===== src/rtl/riscv_pkg.sv =====
// Shared RV32 definitions used by the fetch front end.
package riscv_pkg;

  localparam int unsigned XLEN = 32;
  localparam logic [XLEN-1:0] RESET_PC_DEFAULT = 32'h0000_0000;
  // addi x0, x0, 0; fetch substitutes this while the pipe is being flushed.
  localparam logic [XLEN-1:0] NOP = 32'h0000_0013;

  typedef struct packed {
    logic [XLEN-1:0] pc;
    logic [XLEN-1:0] inst;
  } fetch_entry_t;

endpackage


===== src/rtl/inst_prefetch_buffer_if.sv =====
// Instruction-memory request/grant/response bus plus the fetch-side valid/ready port.
interface inst_prefetch_buffer_if;
  import riscv_pkg::*;

  logic            imem_req;
  logic [XLEN-1:0] imem_addr;
  logic            imem_gnt;
  logic            imem_rvalid;
  logic [XLEN-1:0] imem_rdata;
  logic            out_valid;
  logic [XLEN-1:0] out_inst;
  logic [XLEN-1:0] out_pc;
  logic            out_ready;

  modport master (
    output imem_req, imem_addr, out_valid, out_inst, out_pc,
    input  imem_gnt, imem_rvalid, imem_rdata, out_ready
  );

  modport slave (
    input  imem_req, imem_addr, out_valid, out_inst, out_pc,
    output imem_gnt, imem_rvalid, imem_rdata, out_ready
  );

endinterface


===== src/rtl/sync_fifo.sv =====
// Synchronous FIFO with flush; any DEPTH >= 1, head readable combinationally from storage.
module sync_fifo #(
  parameter int unsigned WIDTH = 32,
  parameter int unsigned DEPTH = 4,
  localparam int unsigned AW = (DEPTH > 1) ? $clog2(DEPTH) : 1,
  localparam int unsigned CW = $clog2(DEPTH + 1)
) (
  input  logic             clk,
  input  logic             reset_n,
  input  logic             push,
  input  logic             pop,
  input  logic             flush,
  input  logic [WIDTH-1:0] wdata,
  output logic [WIDTH-1:0] rdata,
  output logic [CW-1:0]    count,
  output logic             full,
  output logic             empty
);

  logic [WIDTH-1:0] mem_q [DEPTH];
  logic [AW-1:0]    wr_ptr_q, rd_ptr_q;
  logic [CW-1:0]    count_q;
  logic             do_push, do_pop;

  function automatic logic [AW-1:0] next_ptr(input logic [AW-1:0] ptr);
    return (ptr == AW'(DEPTH - 1)) ? '0 : ptr + 1'b1;
  endfunction

  assign empty   = (count_q == '0);
  assign full    = (count_q == CW'(DEPTH));
  assign count   = count_q;
  assign rdata   = mem_q[rd_ptr_q];
  assign do_pop  = pop && !empty;
  // A full FIFO still accepts a push when the head leaves in the same cycle.
  assign do_push = push && (!full || do_pop);

  always_ff @(posedge clk or negedge reset_n) begin
    if (!reset_n) begin
      wr_ptr_q <= '0;
      rd_ptr_q <= '0;
      count_q  <= '0;
      for (int i = 0; i < int'(DEPTH); i++) begin
        mem_q[i] <= '0;
      end
    end else if (flush) begin
      wr_ptr_q <= '0;
      rd_ptr_q <= '0;
      count_q  <= '0;
    end else begin
      if (do_push) begin
        mem_q[wr_ptr_q] <= wdata;
        wr_ptr_q        <= next_ptr(wr_ptr_q);
      end
      if (do_pop) begin
        rd_ptr_q <= next_ptr(rd_ptr_q);
      end
      count_q <= count_q + CW'(do_push) - CW'(do_pop);
    end
  end

endmodule


===== src/rtl/inst_prefetch_buffer.sv =====
// Sequential instruction prefetcher: issues word fetches, queues {pc, inst} for the fetch
// stage, and on a redirect flushes the queue and drops the responses still in flight.
module inst_prefetch_buffer
  import riscv_pkg::*;
#(
  parameter int unsigned     DEPTH           = 4,
  parameter int unsigned     MAX_OUTSTANDING = 2,
  parameter logic [XLEN-1:0] RESET_PC        = RESET_PC_DEFAULT
) (
  input  logic            clk,
  input  logic            reset_n,
  input  logic            redirect_valid,
  input  logic [XLEN-1:0] redirect_pc,
  inst_prefetch_buffer_if.master bus
);

  localparam int unsigned OW = $clog2(MAX_OUTSTANDING + 1);
  localparam int unsigned QW = $clog2(DEPTH + 1);
  localparam int unsigned TW = $clog2(MAX_OUTSTANDING + 1);

  logic [XLEN-1:0] fetch_pc_q, fetch_pc_d;
  logic [OW-1:0]   outstanding_q, outstanding_d;
  logic [OW-1:0]   discard_q, discard_d;

  logic            issue, grant, resp, q_push, q_pop;
  logic [31:0]     occupancy;
  fetch_entry_t    q_wdata, q_head;
  logic [QW-1:0]   q_count;
  logic            q_full, q_empty;
  logic [XLEN-1:0] tag_rdata;
  logic [TW-1:0]   tag_count;
  logic            tag_full, tag_empty;
  logic            unused_sig;

  // Slots already promised to the queue: held entries plus live (non-stale) requests.
  assign occupancy = 32'(q_count) + 32'(outstanding_q) - 32'(discard_q);
  assign issue     = reset_n && !redirect_valid && (occupancy < DEPTH)
                     && (32'(outstanding_q) < MAX_OUTSTANDING);
  assign grant     = issue && bus.imem_gnt;
  assign resp      = bus.imem_rvalid && (outstanding_q != '0);

  assign q_push  = resp && (discard_q == '0) && !redirect_valid;
  assign q_pop   = !q_empty && bus.out_ready;
  assign q_wdata = '{pc: tag_rdata, inst: bus.imem_rdata};

  assign bus.imem_req  = issue;
  assign bus.imem_addr = fetch_pc_q;
  assign bus.out_valid = !q_empty;
  assign bus.out_pc    = q_empty ? '0 : q_head.pc;
  assign bus.out_inst  = q_empty ? '0 : q_head.inst;

  sync_fifo #(
    .WIDTH ($bits(fetch_entry_t)),
    .DEPTH (DEPTH)
  ) u_entry_q (
    .clk     (clk),
    .reset_n (reset_n),
    .push    (q_push),
    .pop     (q_pop),
    .flush   (redirect_valid),
    .wdata   (q_wdata),
    .rdata   (q_head),
    .count   (q_count),
    .full    (q_full),
    .empty   (q_empty)
  );

  // Tags survive a redirect so every stale response still retires its own tag.
  sync_fifo #(
    .WIDTH (XLEN),
    .DEPTH (MAX_OUTSTANDING)
  ) u_resp_pc_q (
    .clk     (clk),
    .reset_n (reset_n),
    .push    (grant),
    .pop     (resp),
    .flush   (1'b0),
    .wdata   (fetch_pc_q),
    .rdata   (tag_rdata),
    .count   (tag_count),
    .full    (tag_full),
    .empty   (tag_empty)
  );

  assign unused_sig = ^{redirect_pc[1:0], tag_count, tag_full, tag_empty, q_full};

  always_comb begin
    outstanding_d = outstanding_q + OW'(grant) - OW'(resp);
    discard_d     = discard_q;
    fetch_pc_d    = fetch_pc_q;
    if (redirect_valid) begin
      discard_d  = outstanding_d;
      fetch_pc_d = {redirect_pc[XLEN-1:2], 2'b00};
    end else begin
      if (resp && (discard_q != '0)) begin
        discard_d = discard_q - 1'b1;
      end
      if (grant) begin
        fetch_pc_d = fetch_pc_q + 32'd4;
      end
    end
  end

  always_ff @(posedge clk or negedge reset_n) begin
    if (!reset_n) begin
      fetch_pc_q    <= RESET_PC;
      outstanding_q <= '0;
      discard_q     <= '0;
    end else begin
      fetch_pc_q    <= fetch_pc_d;
      outstanding_q <= outstanding_d;
      discard_q     <= discard_d;
    end
  end

`ifndef SYNTHESIS
  rvalid_without_request: assert property (@(posedge clk) disable iff (!reset_n)
    !(bus.imem_rvalid && (outstanding_q == '0)));
`endif

endmodule


===== src/flat_wrapper.sv =====
// flat-port wrapper written by rule: the top's interface ports become plain ports
module inst_prefetch_buffer_flat import riscv_pkg::*;
#(
  parameter int unsigned     DEPTH           = 4,
  parameter int unsigned     MAX_OUTSTANDING = 2,
  parameter logic [XLEN-1:0] RESET_PC        = RESET_PC_DEFAULT
)
  (clk, reset_n, redirect_valid, redirect_pc, bus_imem_req, bus_imem_addr, bus_out_valid, bus_out_inst, bus_out_pc, bus_imem_gnt, bus_imem_rvalid, bus_imem_rdata, bus_out_ready);
  inst_prefetch_buffer_if bus_i ();
  input  logic clk;
  input  logic reset_n;
  input  logic redirect_valid;
  input  logic [XLEN-1:0] redirect_pc;
  output wire logic [$bits(bus_i.imem_req)-1:0] bus_imem_req;
  output wire logic [$bits(bus_i.imem_addr)-1:0] bus_imem_addr;
  output wire logic [$bits(bus_i.out_valid)-1:0] bus_out_valid;
  output wire logic [$bits(bus_i.out_inst)-1:0] bus_out_inst;
  output wire logic [$bits(bus_i.out_pc)-1:0] bus_out_pc;
  input wire logic [$bits(bus_i.imem_gnt)-1:0] bus_imem_gnt;
  input wire logic [$bits(bus_i.imem_rvalid)-1:0] bus_imem_rvalid;
  input wire logic [$bits(bus_i.imem_rdata)-1:0] bus_imem_rdata;
  input wire logic [$bits(bus_i.out_ready)-1:0] bus_out_ready;
  assign bus_imem_req = bus_i.imem_req;
  assign bus_imem_addr = bus_i.imem_addr;
  assign bus_out_valid = bus_i.out_valid;
  assign bus_out_inst = bus_i.out_inst;
  assign bus_out_pc = bus_i.out_pc;
  assign bus_i.imem_gnt = bus_imem_gnt;
  assign bus_i.imem_rvalid = bus_imem_rvalid;
  assign bus_i.imem_rdata = bus_imem_rdata;
  assign bus_i.out_ready = bus_out_ready;
  inst_prefetch_buffer #(.DEPTH(DEPTH), .MAX_OUTSTANDING(MAX_OUTSTANDING), .RESET_PC(RESET_PC)) u_core (.clk(clk), .reset_n(reset_n), .redirect_valid(redirect_valid), .redirect_pc(redirect_pc), .bus(bus_i));
endmodule

===== config.mk =====
export PLATFORM = sky130hd
export DESIGN_NAME = inst_prefetch_buffer_flat
export DESIGN_NICKNAME = d
export VERILOG_FILES = /design/src/rtl/riscv_pkg.sv /design/src/rtl/inst_prefetch_buffer_if.sv /design/src/rtl/sync_fifo.sv /design/src/rtl/inst_prefetch_buffer.sv /design/src/flat_wrapper.sv
export SDC_FILE = /design/constraint.sdc
export NUM_CORES = 1
export LEC_CHECK = 0
export BUFFER_PORTS_ARGS = -buffer_cell sky130_fd_sc_hd__buf_4
export CAP_MARGIN = 20
export CORE_MARGIN = 2
export CORE_UTILIZATION = 64
export DETAILED_ROUTE_END_ITERATION = 12
export PLACE_DENSITY = 0.83
export SLEW_MARGIN = 20
export SYNTH_ARGS = -nofsm -noshare
export SYNTH_HDL_FRONTEND = slang
export SYNTH_SLANG_ARGS = --single-unit
export TNS_END_PERCENT = 30

===== constraint.sdc =====
create_clock -name clk -period 5.41 [get_ports clk]
set_clock_uncertainty 0.05 [all_clocks]
set_input_delay 0 -clock clk [delete_from_list [all_inputs] [get_ports clk]]
set_output_delay 0 -clock clk [all_outputs]
set_load 0.01 [all_outputs]

==> summary.md, run 1 <==
| Metric | Value |
|---|---|
| Seq. cell area | `8840 sq um` |
| Final hold vios | `0` |
| Setup TNS | `0 ns` |
| Commonest non-fill, non-tap cells in the layout | `dfrtp_1, mux2_2, buf_4` |
| Vias | `11.4k` |
| Hold WS | `between 0.015 and 0.02 ns` |
| Slew Limit Fails | `0` |
| Skew-Pair Late Insertion Delay | `0.52 ns` |
| Crit path max fanout | `29` |
| P_sw | `2.73 mW` |
| Reg power frac | `0.419` |
| Worst path max stage delay | `0.57 ns` |
| DR vias/cell | `between 6 and 7` |
| Cell area after synthesis | `16,300 sq um` |
| Most common cell after layout, fill and taps aside | `dfrtp_1` |
| Residual DRC | `0` |
| Primary FF master, synth | `dfrtp_1` |
| Clock buffer depth | `3` |
| Syn avg cell area | `12.6 sq um` |
| CP most frequent cell | `ha_1` |
| Port-buffer cells | `161` |
| Sequential cell area fraction in the yosys report | `0.543` |
| Iteration-0 DRC Markers | `822` |
| Post-DR wirelength/cell | `around 21 um` |
| Reg2reg setup slack | `about 1.1 ns` |
| Arr. time, crit path | `4.67 ns` |
| Largest net degree at the start of global routing | `179` |
| Max-cap viol count | `0` |
| Total CTS buffers | `37` |
| CTS Sinks | `between 300 and 400` |
| Final wirelength | `approximately 38,000 um` |
| Logic pwr share | `0.303` |
| FMAX | `0.231 GHz` |
| Vias in the first global route | `11.8k` |
| Setup bufs post-CTS | `0` |
| Initial Utilization | `0.649` |
| Antenna diodes | `0` |
| Row count | `58` |
| Layout cell share with drive strength beyond 1 | `0.314` |
| Ranking of synthesized cells by area | `dfrtp_1, mux2_2, mux4_2` |
| Pwr Density | `449 nW/um^2` |
| Core Util, Final | `0.784` |
| Run status | `complete, no violations` |
| Yosys top cell area share | `0.543` |
| Post-DP HPWL | `21,400 um` |
| Root buffer cell | `clkbuf_16` |
| Path type of the worst setup path | `flop to flop` |
| Dominant cell type by area after synthesis | `dfrtp_1` |
| DIE WIDTH | `~160 um` |
| Area taken by multi-input logic gates | `6990 sq um` |
| Fin crit share | `0.800` |
| Die outline height | `163 um` |
| Area delta synth->final | `20.7%` |
| Switching share of power | `0.310` |
| Worst slew margin | `0.245` |
| First-pass GRT wire length | `61,100 um` |
| Synthesis Warnings | `0` |
| Filler cell count | `approximately 1.5k` |
| Antenna-violating nets left | `0` |
| Static leakage | `9.14 nW` |
| Post-route minimum period | `4.33 ns` |
| Syn Inst Count | `about 1.3k` |
| Total Routing Usage GR | `0.291` |
| Async S/R FF share, synth | `1.00` |
| Antenna violations before repair | `0` |
| Pint | `~6.1 mW` |
| VDD IR-drop max | `321 uV` |
| Netlist cell types | `53` |
| GPL Wtd Cong | `between 0.8 and 0.9` |
| CP Cell Sequence | `ha_1 > fa_1 > ha_1 > a21o_1 > nor2_1 > ha_1 > nor4bb_1 > nor2b_1 > mux2i_4 > buf_4 > o311a_1 > a221o_1 > dlygate4sd3_1` |
| Worst r2r src | `u_core.u_entry_q.count[0]` |
| Crit path launch type | `flop` |
| Die area | `26,700 sq um` |
| Reg2Reg Depth | `13` |
| Clk network pwr share | `0.278` |
| Reg clk slew, reported paths | `0.06 ns` |
| RSZ-0062 raised after global routing | `no` |
| NumNets Final | `1,584` |
| CP max stage cell | `dlygate4sd3_1` |
| Core area | `25,000 sq um` |
| # IOs | `168` |
| Post-synth EDFFs | `0` |
| Hold WC Path Type | `input port to asynchronous set/reset pin` |
| Final Setup Violations | `0` |
| H-tree levels | `2` |
| CP Capture Type | `flop` |
| DRT Pass-1 Iters | `7` |
| Worst-margin pin slew | `1.13 ns` |
| Grt total ovfl | `0` |
| R2r endpoint | `u_core.bus.imem_addr[18]` |
| Worst endpoint required time | `5.75 ns` |
| Seq cells post-synth | `353` |
| TritonCTS clock tree | `yes` |
==> worst max path at each step <==
stage	startpoint	to	cells past startpoint	slack [ns]
finish	u_core.u_entry_q.count[0]	u_core.bus.imem_addr[18]	13	1.08
floorplan	u_core.u_entry_q.count[0]	u_core.u_resp_pc_q.count[1]	16	1.88
global placement	u_core.u_entry_q.count[0]	u_core.u_resp_pc_q.count[1]	15	1.55
detailed placement	u_core.u_entry_q.count[0]	u_core.u_resp_pc_q.count[1]	15	1.49
global route	u_core.u_entry_q.count[0]	u_core.bus.imem_addr[18]	13	0.87
CTS	u_core.u_entry_q.count[0]	u_core.bus.imem_addr[18]	13	1.12
==> cell type report <==
type / instances / area share
clock buffer: 56 / 0.0560
clock inverter: 6 / 0.00300
inverter: 18 / 0.00344
multi-input combinational: 828 / 0.356
sequential: 353 / 0.450
tap: 330 / 0.0210
timing repair buffer: 257 / 0.110
==> flip-flops by register name (all words and copies together), names as in the netlist <==
name	cells
u_core.discard_q	2
u_core.u_entry_q.rd_ptr_q	2
u_core.u_resp_pc_q.mem_q	60
u_core.bus.imem_addr	30
u_core.u_entry_q.count	3
u_core.outstanding_q	2
u_core.u_entry_q.mem_q	248
u_core.u_resp_pc_q.count	2
u_core.u_resp_pc_q.wr_ptr_q	1
u_core.u_resp_pc_q.rd_ptr_q	1
u_core.u_entry_q.wr_ptr_q	2
==> metal layers <==
metal | vias up | track usage | share of wire
met2 | 433 | 0.492 | 0.50
li1 | 5054 | - | -
met5 | - | 0 | 0
met1 | 5822 | 0.398 | 0.42
met3 | 78 | 0.0383 | 0.055
met4 | 0 | 0.0913 | 0.022
==> cell families after synthesis <==
group	share of synthesized area
xor+xnor	0.00539
mux	0.237
buf+inv	0.0306
simple gates	0.101
compound gates	0.0668
other cells	0.000231
flops	0.543
fa+ha+maj	0.0155
==> power groups by stage <==
stage	Clock (mW)	Sequential (mW)	Combinational (mW)
finish	2.45	3.69	2.67
global route	2.59	3.77	2.90
CTS	2.47	3.69	2.66
detailed placement	0	3.72	2.58
global placement	0	3.67	2.49
floorplan	0	3.50	1.85
==> repair_timing <==
| action | 4_1_cts | 5_1_grt |
|---|---|---|
| endpoints found under the hold margin | 269 | 0 |
| gates resized for setup | 0 | 0 |
| hold buffers | 83 | 0 |
==> cell usage after synthesis (all sizes together), types with 3 or more instances <==
library cell and instances:
a31oi 16, nor4 3, mux4 62, xnor2 8, inv 18, dfrtp 353
o21ai 125, or4 15, ha 17, nand2 152, mux2i 31, and4 7
and2 66, nor2 29, a21oi 3, buf 47, o311ai 10, clkbuf 50
nor4b 4, nor2b 5, nand3 15, mux2 190, nand4 14, nor3 5
o211ai 4, o31ai 14, a221o 5
==> critical path, delay by kind of cell, from the launching register on <==
family                   cells  cell delay (ns)
adder cells (fa/ha/maj)      4             1.22
multiplexers                 1             0.24
AO/OA/AOI/OAI                3             0.83
flip-flops                   1             0.42
AND/OR/NAND/NOR              3             0.58
buffers and inverters        2             0.86
==> metrics by stage <==
step / power [mW] / instances / setup slack (ns) / cell area, sq um
detailed placement: 6.29 / 1702 / 1.49 / 17600
global route: 9.26 / 1848 / 0.874 / 19600
global placement: 6.16 / 1702 / 1.55 / 17600
CTS: 8.81 / 1847 / 1.12 / 19600
finish: 8.81 / 1848 / 1.08 / 19600
floorplan: 5.35 / 1296 / 1.88 / 16300
Power figures use the tool's default switching activity.
==> inputs of run 2 (changes only) <==
--- a/config.mk
+++ b/config.mk
@@ -8,9 +8,9 @@
 export BUFFER_PORTS_ARGS = -buffer_cell sky130_fd_sc_hd__buf_4
 export CAP_MARGIN = 20
 export CORE_MARGIN = 2
-export CORE_UTILIZATION = 64
+export CORE_UTILIZATION = 59
 export DETAILED_ROUTE_END_ITERATION = 12
-export PLACE_DENSITY = 0.83
+export PLACE_DENSITY = 0.77
 export SLEW_MARGIN = 20
 export SYNTH_ARGS = -nofsm -noshare
 export SYNTH_HDL_FRONTEND = slang
==> constraint.sdc (replaced) <==
create_clock -name clk -period 4.29 [get_ports clk]
set_clock_uncertainty 0.05 [all_clocks]
set_input_delay 0 -clock clk [delete_from_list [all_inputs] [get_ports clk]]
set_output_delay 0 -clock clk [all_outputs]
set_load 0.01 [all_outputs]
==> run 2 against run 1 <==
Compared with the run above:
- sequential share of layout area down 0.58 points
- design area rose by 1.3%
- clock power rose by 36%
- routed wire length is 3.7% lower
- largest power group unchanged
==> summary.md, run 2 (synthesis gave the netlist of run 1 again) <==
| Metric | Value |
|---|---|
| DR vias/cell | `5.98 (was 6.16)` |
| Area taken by multi-input logic gates | `6990 sq um (unchanged)` |
| Run status | `complete, no violations (unchanged)` |
| Clock buffer depth | `3 (unchanged)` |
| Path type of the worst setup path | `flop to flop (unchanged)` |
| First-pass GRT wire length | `60,400 um (was 61,100 um)` |
| Design Area, Final | `19,900 sq um (was 19,600 sq um)` |
| Antenna violations before repair | `0 (unchanged)` |
| Antenna diodes | `0 (unchanged)` |
| RSZ-0062 raised after global routing | `no (unchanged)` |
| TritonCTS clock tree | `yes (unchanged)` |
| Vias in the first global route | `11.6k (was 11.8k)` |
| DRT Pass-1 Iters | `5 (was 7)` |
| Row count | `60 (was 58)` |
| Root buffer cell | `clkbuf_16 (unchanged)` |
| PostCTS Resize Cnt | `0 (unchanged)` |
| Switching share of power | `0.301 (was 0.310)` |
| Die area | `28,900 sq um (was 26,700 sq um)` |
| Total Routing Usage GR | `0.263 (was 0.291)` |
| Post-route minimum period | `4.07 ns (was 4.33 ns)` |
| Fin crit share | `0.949 (was 0.800)` |
| Final Setup Violations | `0 (unchanged)` |
| Slew Limit Fails | `0 (unchanged)` |
| Final wirelength | `36,800 um (was 38,200 um)` |
| Crit path launch type | `flop (unchanged)` |
| P_sw | `3.41 mW (was 2.73 mW)` |
| Reg power frac | `0.409 (was 0.419)` |
| Hold WC Path Type | `input port to asynchronous set/reset pin (unchanged)` |
| Logic pwr share | `0.298 (was 0.303)` |
| Filler cell count | `1,738 (was 1,462)` |
| Iteration-0 DRC Markers | `777 (was 822)` |
| Vias | `11.2k (was 11.4k)` |
| Reg clk slew, reported paths | `0.06 ns (about the same)` |
| CP Capture Type | `flop (unchanged)` |
| Post-DR wirelength/cell | `19.6 um (was 20.7 um)` |
| Grt total ovfl | `0 (unchanged)` |
| H-tree levels | `2 (unchanged)` |
| Arr. time, crit path | `4.42 ns (was 4.67 ns)` |
| Seq. cell area | `8840 sq um (unchanged)` |
| Static leakage | `9.26 nW (was 9.14 nW)` |
| # IOs | `168 (unchanged)` |
| Pint | `7.93 mW (was 6.08 mW)` |
| Final Non-Filler Cells | `1,873 (was 1,848)` |
| Most common cell after layout, fill and taps aside | `dfrtp_1 (unchanged)` |
| Commonest non-fill, non-tap cells in the layout | `dfrtp_1, buf_4, mux2_2 (was dfrtp_1, mux2_2, buf_4)` |
| Setup TNS | `0 ns (unchanged)` |
| Core area | `27,000 sq um (was 25,000 sq um)` |
| GPL Wtd Cong | `0.825 (was 0.856)` |
| CTS Sinks | `353 (unchanged)` |
| Biggest register | `u_core.u_entry_q.mem_q (unchanged)` |
| Layout cell share with drive strength beyond 1 | `0.322 (was 0.314)` |
| Die outline height | `170 um (was 163 um)` |
| Placed Cells | `1,721 (was 1,702)` |
| Total CTS buffers | `37 (unchanged)` |
| Antenna-violating nets left | `0 (unchanged)` |
| Skew-Pair Late Insertion Delay | `0.52 ns (about the same)` |
| VDD IR-drop max | `350 uV (was 321 uV)` |
| Worst-margin pin slew | `1.03 ns (was 1.13 ns)` |
| Final hold vios | `0 (unchanged)` |
| Clk network pwr share | `0.293 (was 0.278)` |
| Area delta synth->final | `22.3% (was 20.7%)` |
| Crit path max fanout | `8 (was 29)` |
| Residual DRC | `0 (unchanged)` |
| Largest net degree at the start of global routing | `147 (was 179)` |
| Worst endpoint required time | `4.63 ns (was 5.75 ns)` |
| Port-buffer cells | `161 (unchanged)` |
| Max reg flops | `248 (unchanged)` |
| NumNets Final | `1,596 (was 1,584)` |
| Worst slew margin | `0.307 (was 0.245)` |
| DIE WIDTH | `170 um (was 163 um)` |
| Max-cap viol count | `0 (unchanged)` |
| Pwr Density | `571 nW/um^2 (was 449 nW/um^2)` |
| FMAX | `0.246 GHz (was 0.231 GHz)` |
| Initial Utilization | `0.601 (was 0.649)` |
| Placed Area | `17,700 sq um (was 17,600 sq um)` |
| Post-DP HPWL | `21,800 um (was 21,400 um)` |
==> run 2: cell types whose count changed in the layout (fill, tap and decap cells not counted), moves of 2 or more <==
cell       delta
clkbuf_1      -4
buf_4         +9
bufinv_16     +3
buf_12        +2
clkbuf_8      +2
==> run 2: what timing repair did <==
action | in CTS | in global routing
setup buffers | 0 | 4
endpoints found under the setup margin | 0 | 2
hold endpoints to repair | 325 | 0
hold buffers | 84 | 0
==> run 2: per-stage QoR <==
stage	util	hold WS (ns)	total power [mW]	worst slack [ns]
detailed placement	0.656	-0.113	7.96	0.335
CTS	0.734	0.0195	11.4	0.127
global placement	0.656	-0.115	7.82	0.444
floorplan	-	-0.346	6.75	0.759
global route	0.736	0.0386	12.0	0.0371
finish	0.736	0.0326	11.3	0.217
==> run 2: path summary, 6_finish.rpt <==
kind	cells past startpoint	to	slack (ns)	startpoint
max	13	u_core.bus.imem_addr[14]	0.22	u_core.u_entry_q.count[0]
min	3	u_core.u_entry_q.mem_q[173]	0.03	reset_n
max reg2reg	13	u_core.bus.imem_addr[14]	0.22	u_core.u_entry_q.count[0]
min reg2reg	2	u_core.u_entry_q.mem_q[52]	0.42	u_core.u_entry_q.mem_q[52]
max in group asynchronous	4	u_core.u_entry_q.mem_q[113]	2.41	reset_n
min in group clk	4	u_core.u_resp_pc_q.rd_ptr_q	0.08	bus_imem_rvalid
==> run 2: critical path: stages (launching register included) <==
cell,delay [ns]
dfrtp_1,0.41
ha_1,0.24
fa_1,0.45
ha_1,0.29
a21o_1,0.20
nor2_1,0.07
ha_1,0.26
nor4bb_1,0.24
nor2b_1,0.29
mux2i_4,0.13
buf_4,0.18
o311a_1,0.34
a221o_1,0.26
dlygate4sd3_1,0.55
==> run 2: power groups by stage <==
| stage | Clock [mW] | Sequential, mW | Combinational [mW] |
|---|---|---|---|
| after global routing | 3.53 | 4.74 | 3.72 |
| after global placement | 0 | 4.63 | 3.19 |
| after floorplan | 0 | 4.42 | 2.34 |
| after detailed placement | 0 | 4.68 | 3.28 |
| final | 3.32 | 4.64 | 3.38 |
| after CTS | 3.36 | 4.63 | 3.37 |
==> run 2: per-layer routing <==
metal / vias up / track usage / share of wire
met5: - / 0 / 0
li1: 5091 / - / -
met3: 51 / 0.0447 / 0.058
met4: 0 / 0.0561 / 0.015
met2: 362 / 0.439 / 0.49
met1: 5692 / 0.369 / 0.44
==> run 2: layout make-up <==
type / instances / area share
multi-input cells: 828 / 0.351
repair buffers: 269 / 0.115
clock buffers: 54 / 0.0559
well taps: 341 / 0.0215
flip-flops and latches: 353 / 0.445
clock inverters: 10 / 0.00787
inverters: 18 / 0.00340
==> inputs of run 3 (changes only) <==
--- a/config.mk
+++ b/config.mk
@@ -5,11 +5,11 @@
 export SDC_FILE = /design/constraint.sdc
 export NUM_CORES = 1
 export LEC_CHECK = 0
-export BUFFER_PORTS_ARGS = -buffer_cell sky130_fd_sc_hd__buf_4
 export CAP_MARGIN = 20
 export CORE_MARGIN = 2
-export CORE_UTILIZATION = 59
+export CORE_UTILIZATION = 64
 export DETAILED_ROUTE_END_ITERATION = 12
+export DONT_BUFFER_PORTS = 1
 export PLACE_DENSITY = 0.77
 export SLEW_MARGIN = 20
 export SYNTH_ARGS = -nofsm -noshare
==> constraint.sdc (replaced) <==
create_clock -name clk -period 4.29 [get_ports clk]
set_clock_uncertainty 0.05 [all_clocks]
set_input_delay 0 -clock clk [delete_from_list [all_inputs] [get_ports clk]]
set_output_delay 0 -clock clk [all_outputs]
set_load 0.1 [all_outputs]
==> run 3 against run 2 <==
Compared with the run above:
- the flow now finishes with violations (negative hold slack)
- clock power shrank 2%
- design area down 6.3%
- non-clock buffer count down 157
- die area down 7.6%
- utilization grew 0.80 points
- critical path type unchanged
- critical endpoint unchanged
- largest cell class unchanged
==> summary.md, run 3 (synthesis gave the netlist of run 1 again) <==
| Metric | Value |
|---|---|
| Crit path launch type | `flop (unchanged)` |
| Layout cell share with drive strength beyond 1 | `0.257 (was 0.322)` |
| Port-buffer cells | `0 (was 161)` |
| Crit path max fanout | `47 (was 8)` |
| Final hold vios | `353 (was 0)` |
| Iteration-0 DRC Markers | `695 (was 777)` |
| Largest net degree at the start of global routing | `355 (was 147)` |
| Placed Area | `16,600 sq um (was 17,700 sq um)` |
| Commonest non-fill, non-tap cells in the layout | `dfrtp_1, mux2_2, nand2_1 (was dfrtp_1, buf_4, mux2_2)` |
| Antenna-violating nets left | `0 (unchanged)` |
| Failing checks | `negative hold slack` |
| Vias | `10.6k (was 11.2k)` |
| Final Setup Violations | `0 (unchanged)` |
| DIE WIDTH | `163 um (was 170 um)` |
| Max reg flops | `248 (unchanged)` |
| Worst r2r src | `u_core.u_entry_q.count[0] (unchanged)` |
| Post-DP HPWL | `20,700 um (was 21,800 um)` |
| # IOs | `168 (unchanged)` |
| # hold bufs at CTS | `74 (was 84)` |
| Worst slew margin | `0.236 (was 0.307)` |
| Filler cell count | `1,591 (was 1,738)` |
| Slew Limit Fails | `0 (unchanged)` |
| Total Routing Usage GR | `0.271 (was 0.263)` |
| H-tree levels | `2 (unchanged)` |
| Vias in the first global route | `10.9k (was 11.6k)` |
| DR vias/cell | `6.23 (was 5.98)` |
| Run status | `finished, violations left (was complete, no violations)` |
| Worst endpoint required time | `4.62 ns (was 4.63 ns)` |
| Total CTS buffers | `37 (unchanged)` |
| Setup TNS | `0 ns (unchanged)` |
| Clk network pwr share | `0.256 (was 0.293)` |
| Root buffer cell | `clkbuf_16 (unchanged)` |
| Arr. time, crit path | `4.45 ns (was 4.42 ns)` |
| Row count | `58 (was 60)` |
| Max-cap viol count | `0 (unchanged)` |
| Fin crit share | `0.959 (was 0.949)` |
| TritonCTS clock tree | `yes (unchanged)` |
| Grt total ovfl | `0 (unchanged)` |
| CP Capture Type | `flop (unchanged)` |
| Placed Cells | `1,565 (was 1,721)` |
| CTS Sinks | `353 (unchanged)` |
| Skew-Pair Late Insertion Delay | `0.51 ns (was 0.52 ns)` |
| Biggest register | `u_core.u_entry_q.mem_q (unchanged)` |
| Post-route minimum period | `4.12 ns (was 4.07 ns)` |
| Hold WS | `-0.859 ns (was 0.0326 ns)` |
| Clock buffer depth | `3 (unchanged)` |
| Design Area, Final | `18,600 sq um (was 19,900 sq um)` |
| First-pass GRT wire length | `57,100 um (was 60,400 um)` |
| Die area | `26,700 sq um (was 28,900 sq um)` |
| Seq. cell area | `8840 sq um (about the same)` |
| Final wirelength | `35,300 um (was 36,800 um)` |
| Static leakage | `8.48 nW (was 9.26 nW)` |
| Reg power frac | `0.369 (was 0.409)` |
| Area delta synth->final | `14.5% (was 22.3%)` |
| Post-DR wirelength/cell | `20.8 um (was 19.6 um)` |
| FMAX | `0.243 GHz (was 0.246 GHz)` |
| Pwr Density | `682 nW/um^2 (was 571 nW/um^2)` |
| Core Util, Final | `0.744 (was 0.736)` |
| Area taken by multi-input logic gates | `7000 sq um (was 6990 sq um)` |
| Most common cell after layout, fill and taps aside | `dfrtp_1 (unchanged)` |
| Antenna violations before repair | `0 (unchanged)` |
| Initial Utilization | `0.649 (was 0.601)` |
| VDD IR-drop max | `588 uV (was 350 uV)` |
| Final Non-Filler Cells | `1,700 (was 1,873)` |
| NumNets Final | `1,439 (was 1,596)` |
| P_sw | `5.16 mW (was 3.41 mW)` |
| Residual DRC | `0 (unchanged)` |
| Reg clk slew, reported paths | `0.06 ns (about the same)` |
| Worst-margin pin slew | `1.15 ns (was 1.03 ns)` |
| Logic pwr share | `0.375 (was 0.298)` |
| GPL Wtd Cong | `0.814 (was 0.825)` |
| Die outline height | `163 um (was 170 um)` |
| Worst setup path startpoint | `u_core.u_entry_q.count[0] (unchanged)` |
| DRT Pass-1 Iters | `7 (was 5)` |
| Switching share of power | `0.407 (was 0.301)` |
| Hold WC Path Type | `input port to asynchronous set/reset pin (unchanged)` |
| Pint | `7.53 mW (was 7.93 mW)` |
| Antenna diodes | `0 (unchanged)` |
| Core area | `25,000 sq um (was 27,000 sq um)` |
| Path type of the worst setup path | `flop to flop (unchanged)` |
==> run 3: cell count changes in the layout (fill, tap and decap cells not counted), moves of 2 or more <==
cell	previous run	this run
dfrtp_2	1	4
clkbuf_16	39	37
clkinv_2	4	6
buf_4	180	34
dlygate4sd3_1	83	73
dfrtp_1	351	348
clkbuf_1	7	3
==> run 3: power groups by stage <==
stage	sequential, mW	combinational, mW	clock [mW]
finish	4.68	4.76	3.25
global route	4.79	5.04	3.46
CTS	4.69	4.74	3.30
detailed placement	4.74	4.63	0
global placement	4.69	4.53	0
floorplan	4.61	4.03	0
==> run 3: metal layers <==
layer	vias up	GRT usage	part of all wire
met5	-	0	0
met4	0	0.0712	0.021
met3	81	0.0642	0.073
met2	404	0.443	0.48
met1	5329	0.371	0.42
li1	4770	-	-
==> run 3: worst paths after layout <==
path / to / slack, ns / depth (start not counted)
hold reg to reg: u_core.u_entry_q.mem_q[254] / 0.43 / 2
setup reg to reg: u_core.bus.imem_addr[14] / 0.17 / 13
min in group clk: u_core.bus.imem_addr[4] / 0.06 / 4
max in group asynchronous: u_core.u_entry_q.rd_ptr_q[0] / 4.38 / 0
setup / recovery: u_core.bus.imem_addr[14] / 0.17 / 13
hold / removal: u_core.u_resp_pc_q.mem_q[24] / -0.86 / 0
==> run 3: final cells by class <==
cell class                      count  area share
Multi-Input combinational cell    828       0.376
Clock buffer                       47      0.0555
Clock inverter                     12      0.0103
Tap cell                          330      0.0222
Sequential cell                   353       0.475
Timing Repair Buffer              112      0.0578
Inverter                           18     0.00363
==> run 3: metrics by stage <==
stage | worst slack, ns | total power [mW]
finish | 0.174 | 12.7
global route | -0.0728 | 13.3
CTS | 0.0270 | 12.7
detailed placement | 0.310 | 9.37
global placement | 0.456 | 9.22
floorplan | 0.381 | 8.64
==> run 3: repair_timing <==
item / in CTS / in global routing
setup buffers: 0 / 0
setup endpoints to repair: 0 / 2
gates resized for setup: 0 / 3
endpoints found under the hold margin: 522 / 353
==> run 3: critical path, stage by stage (launching register included) <==
cell and delay, ns:
dfrtp_1 0.42, ha_1 0.24, fa_1 0.44, ha_1 0.28
a21o_1 0.21, nor2_1 0.08, ha_1 0.28, nor4bb_2 0.23
nor2b_2 0.25, mux2i_4 0.10, buf_6 0.22, o311a_1 0.38
a221o_1 0.25, dlygate4sd3_1 0.57
